## src/rtl/fpu_result_collector.sv

```systemverilog
// Captures fpu results over the rdy/ack handshake into a small FIFO, tagging each with its
// IEEE-754 class for writeback. Define FPU_RESULT_STATS_EN to add capture/NaN statistics counters.
module fpu_result_collector #(
    parameter int unsigned WIDTH      = 32,
    parameter int unsigned EXP_WIDTH  = 8,
    parameter int unsigned MANT_WIDTH = 23,
    parameter int unsigned DEPTH      = 4
) (
    input  logic                     clock,
    input  logic                     reset,
    input  logic [WIDTH-1:0]         fpu_result,
    input  logic                     fpu_output_rdy,
    output logic                     fpu_output_ack,
    output logic                     wb_valid,
    input  logic                     wb_ready,
    output logic [WIDTH-1:0]         wb_data,
    output logic [4:0]               wb_class,
    output logic [$clog2(DEPTH):0]   count,
`ifdef FPU_RESULT_STATS_EN
    output logic [15:0]              stat_total,
    output logic [15:0]              stat_nan,
`endif
    output logic                     full
);

    localparam int unsigned PTR_W = $clog2(DEPTH);
    localparam int unsigned CNT_W = PTR_W + 1;

    typedef enum logic {
        IDLE = 1'b0,
        ACK  = 1'b1
    } state_t;

    state_t               state_q, state_d;
    logic                 ack_q, ack_d;
    logic [PTR_W-1:0]     wr_ptr_q, wr_ptr_d;
    logic [PTR_W-1:0]     rd_ptr_q, rd_ptr_d;
    logic [CNT_W-1:0]     count_q, count_d;
    logic                 full_q, full_d;
    logic                 valid_q, valid_d;
    logic                 push;
    logic                 pop;
    logic [4:0]           class_c;

    logic [WIDTH-1:0]     data_q  [DEPTH];
    logic [4:0]           class_q [DEPTH];

    // {sign, nan, inf, zero, denorm}; the four magnitude classes are mutually exclusive
    function automatic logic [4:0] classify(input logic [WIDTH-1:0] r);
        logic [EXP_WIDTH-1:0]  e;
        logic [MANT_WIDTH-1:0] m;
        e = r[WIDTH-2:MANT_WIDTH];
        m = r[MANT_WIDTH-1:0];
        return {r[WIDTH-1], (&e) & (|m), (&e) & ~(|m), ~(|e) & ~(|m), ~(|e) & (|m)};
    endfunction

    assign class_c = classify(fpu_result);
    assign pop     = valid_q & wb_ready;

    // Capture FSM: one write per rdy assertion, gated by the registered full flag
    always_comb begin
        state_d = state_q;
        ack_d   = 1'b0;
        push    = 1'b0;
        unique case (state_q)
            IDLE: begin
                if (fpu_output_rdy && !full_q) begin
                    push    = 1'b1;
                    ack_d   = 1'b1;
                    state_d = ACK;
                end
            end
            ACK: begin
                if (fpu_output_rdy) begin
                    ack_d = 1'b1;
                end else begin
                    state_d = IDLE;
                end
            end
            default: state_d = IDLE;
        endcase
    end

    always_comb begin
        wr_ptr_d = push ? wr_ptr_q + PTR_W'(1) : wr_ptr_q;
        rd_ptr_d = pop  ? rd_ptr_q + PTR_W'(1) : rd_ptr_q;
        unique case ({push, pop})
            2'b10:   count_d = count_q + CNT_W'(1);
            2'b01:   count_d = count_q - CNT_W'(1);
            default: count_d = count_q;
        endcase
        full_d  = (count_d == CNT_W'(DEPTH));
        valid_d = (count_d != '0);
    end

    always_ff @(posedge clock or negedge reset) begin
        if (!reset) begin
            state_q  <= IDLE;
            ack_q    <= 1'b0;
            wr_ptr_q <= '0;
            rd_ptr_q <= '0;
            count_q  <= '0;
            full_q   <= 1'b0;
            valid_q  <= 1'b0;
        end else begin
            state_q  <= state_d;
            ack_q    <= ack_d;
            wr_ptr_q <= wr_ptr_d;
            rd_ptr_q <= rd_ptr_d;
            count_q  <= count_d;
            full_q   <= full_d;
            valid_q  <= valid_d;
        end
    end

    // Storage carries no reset; contents are don't-care while the entry is not valid
    always_ff @(posedge clock) begin
        if (push) begin
            data_q[wr_ptr_q]  <= fpu_result;
            class_q[wr_ptr_q] <= class_c;
        end
    end

`ifdef FPU_RESULT_STATS_EN
    logic [15:0] stat_total_q, stat_total_d;
    logic [15:0] stat_nan_q, stat_nan_d;

    // Saturating counters advance on the capture edge
    always_comb begin
        stat_total_d = stat_total_q;
        stat_nan_d   = stat_nan_q;
        if (push && (stat_total_q != 16'hFFFF)) begin
            stat_total_d = stat_total_q + 16'd1;
        end
        if (push && class_c[3] && (stat_nan_q != 16'hFFFF)) begin
            stat_nan_d = stat_nan_q + 16'd1;
        end
    end

    always_ff @(posedge clock or negedge reset) begin
        if (!reset) begin
            stat_total_q <= '0;
            stat_nan_q   <= '0;
        end else begin
            stat_total_q <= stat_total_d;
            stat_nan_q   <= stat_nan_d;
        end
    end

    assign stat_total = stat_total_q;
    assign stat_nan   = stat_nan_q;
`endif

    assign fpu_output_ack = ack_q;
    assign wb_valid       = valid_q;
    assign wb_data        = data_q[rd_ptr_q];
    assign wb_class       = class_q[rd_ptr_q];
    assign count          = count_q;
    assign full           = full_q;

endmodule

```

## config.mk

```make
export PLATFORM = sky130hd
export DESIGN_NAME = fpu_result_collector
export DESIGN_NICKNAME = d
export VERILOG_FILES = /design/src/rtl/fpu_result_collector.sv
export SDC_FILE = /design/constraint.sdc
export NUM_CORES = 1
export LEC_CHECK = 0
export CAP_MARGIN = 20
export CORE_ASPECT_RATIO = 2
export CORE_UTILIZATION = 56
export CTS_CLUSTER_DIAMETER = 120
export DETAILED_ROUTE_END_ITERATION = 12
export PLACE_DENSITY = 0.82
export SLEW_MARGIN = 20
export SYNTH_ARGS = -nofsm -noshare
export SYNTH_HDL_FRONTEND = slang
export SYNTH_SLANG_ARGS = --single-unit
```

## constraint.sdc

```tcl
create_clock -name clock -period 3.7 [get_ports clock]
set_clock_uncertainty 0.15 [all_clocks]
set_input_delay 0.37 -clock clock [delete_from_list [all_inputs] [get_ports clock]]
set_output_delay 0.37 -clock clock [all_outputs]
set_load 0.005 [all_outputs]
```

==> run_results.csv <==
group,metric,value,unit
floorplan,start_util,57.6,%
synth,netlist_area,5850,um^2
synth,synth_cell_type_count,28,
outcome,status,"complete, no violations",
clock_tree,ctsResizeCount,0,
clock_tree,cts_buffer_depth,2,
synth,yosysSeqAreaShare,78.2,%
floorplan,coreArea,10100,um^2
place,place.gp.congestion,0.724,
floorplan,io_pins,79,
final_layout,nNetsFinal,393,
clock_tree,ctsHoldBuffers,0,
hold_path,hold_class,"in2async",
detailed_routing,drtIter0Drc,178,
final_layout,multi_input_area,1170,um^2
sta,slew_headroom,40.2,%
critical_path,cp_max_fo,29,
synth,ys.warnings.count,0,
detailed_routing,totalWireLength,10.5,mm
sta,slew_viol_final,0,
critical_path,critPathLaunchType,"register",
final_layout,fill_cells,612,
synth,ys_seq_elements,154,
synth,syn_avg_cell_area,22.9,um^2
clock_tree,clock_latency,0.42,ns
detailed_routing,drtAntennaViolNets,0,
sta,min_period_over_period,77.9,%
critical_path,cp_slowest_cell,"dfrtp_2",
detailed_routing,route.detailed.drc,0,
critical_path,path_buf_inv,2,
synth,async_flop_share,6.49,%
synth,synth_edf_count,144,
sta,worst_pin_slew,0.898,ns
pwr,finalPower,5.44,mW
sta,max_freq,347,MHz
place,dp_hpwl,6.78,mm
global_route,grt_pass1_vias,3064,
floorplan,design.die.area,10900,um^2
pwr,p_leak,2.44,nW
critical_path,critPathKind,"reg2out",
clock_tree,post-cts-setup-buffer-count,0,
final_layout,antennaDiodeCount,0,
synth,synthCells,255,
clock_tree,root_buffer,"clkbuf_16",
critical_path,cp.arrival,2.36,ns
clock_tree,cts_tree,"yes",
run,drv_cap,0,
critical_path,crit_family,"buffers and inverters",
clock_tree,cts_sinks,154,
final_layout,drive_above_1_share,23.1,%
detailed_routing,detail_route.first_pass.iterations,5,
sta,hold_viol,0,
global_route,grt_use_total,22.1,%
global_route,grt_first_pass_wirelength,16.6,mm
detailed_routing,via_per_inst,5.71,
critical_path,cpPeakStageDelay,0.58,ns
clock_tree,htreeDepth,4,
final_layout,layout_commonest_cell,"edfxtp_1",
final_layout,final_cell_mix,"144 x edfxtp_1, 78 x clkdlybuf4s50_1, 36 x mux4_2",
sta,setup_viol,0,
detailed_routing,post_drt_wl_per_cell,21.0,um
floorplan,chipHeight,147,um
final_layout,areaGrowthSynthToFinish,25.9,%
global_route,overflow,0,
floorplan,die_w,74.3,um
critical_path,cp-end-kind,"primary output",
synth,synth_flop_cell,"edfxtp_1",
global_route,antenna_found_initial,0,
clock_tree,cts_buffers,17,
critical_path,crit_chain,"buf_12, mux4_2, clkdlybuf4s50_1",
detailed_routing,vias,2849,
final_layout,ff_latch_area,4580,um^2
global_route,grt_max_degree,38,
pwr,p_per_area,739,nW/um^2
sta,final.setup.tns,0,ns
floorplan,num_rows,52,
critical_path,required,3.18,ns
synth,syn_nets,297,
clock_tree,clk_pin_slew,0.07,ns
place,port-buffer-count,78,
pwr,ir_drop,0.504,mV
sta,rsz0062_at_grt,"no",
sta,finalCriticalPeriod,2.88,ns
==> cells in the mapped netlist (3+ instances only) <==
cell type	n	share of area (%)
edfxtp_1	144	74
mux4_2	36	14
dfrtp_1	10	4.3
inv_1	7	0.45
nor4_1	7	0.75
and2_1	6	0.64
ha_1	5	1.1
nand2_1	5	0.32
buf_2	4	0.34
nand4_1	3	0.32
nor3_1	3	0.26
xnor2_1	3	0.45
==> metrics by stage <==
stage,util [%],instance area [um^2],std cells,setup WS [ns],hold WS (ns)
global route,72.5,7360,499,0.703,0.162
floorplan,-,5850,255,1.46,-0.0756
global placement,66.9,6790,467,1.07,0.387
detailed placement,66.9,6790,467,0.946,0.365
CTS,72.5,7360,499,0.765,0.133
finish,72.5,7360,499,0.819,0.124
==> state kept, by name (all words and copies together), names as in the netlist <==
signal and flops:
data_q 127, class_q 17, count 3, rd_ptr_q 2
wr_ptr_q 2, fpu_output_ack 1, full 1, wb_valid 1
==> per-layer routing <==
metal | global-route usage [%] | vias to the layer above | wire length, um
li1 | - | 1256 | -
met1 | 25.5 | 1460 | 3790
met2 | 37.3 | 111 | 5860
met3 | 5.94 | 22 | 519
met4 | 10.7 | 0 | 315
met5 | 0 | - | 0
==> layout make-up <==
| cell class | count | share of cell area (%) |
|---|---|---|
| clock buffer | 17 | 5.78 |
| clock inverter | 15 | 1.95 |
| timing repair buffer | 86 | 11.6 |
| multi-input combinational | 85 | 15.9 |
| sequential | 154 | 62.2 |
| tap | 135 | 2.29 |
| inverter | 7 | 0.357 |
==> report_power, final <==
part | total (mW) | switching, mW | internal [mW]
combinational | 1.48 | 0.539 | 0.943
clock | 1.64 | 0.702 | 0.938
sequential | 2.32 | 0.183 | 2.13
==> logic make-up after synthesis <==
family          count (synthesis)  share of synthesized area, %
compound gates                  8                         0.855
fa+ha+maj                       6                          1.41
flops                         154                          78.2
mux                            36                          13.9
simple gates                   30                          3.02
buf+inv                        16                          1.92
xor+xnor                        5                         0.749
==> path summary, 6_finish.rpt <==
path,slack (ns),start,to,depth (start not counted)
worst max-delay path,0.82,rd_ptr_q[0],wb_data[23],3
worst min-delay path,0.12,reset,wr_ptr_q[1],1
worst max register to register,1.40,fpu_output_ack,full,8
worst min register to register,0.38,full,fpu_output_ack,1
max in group asynchronous,2.92,reset,rd_ptr_q[1],1
min in group clock,0.38,full,fpu_output_ack,1
No activity file was read; power rests on OpenSTA's default activity.
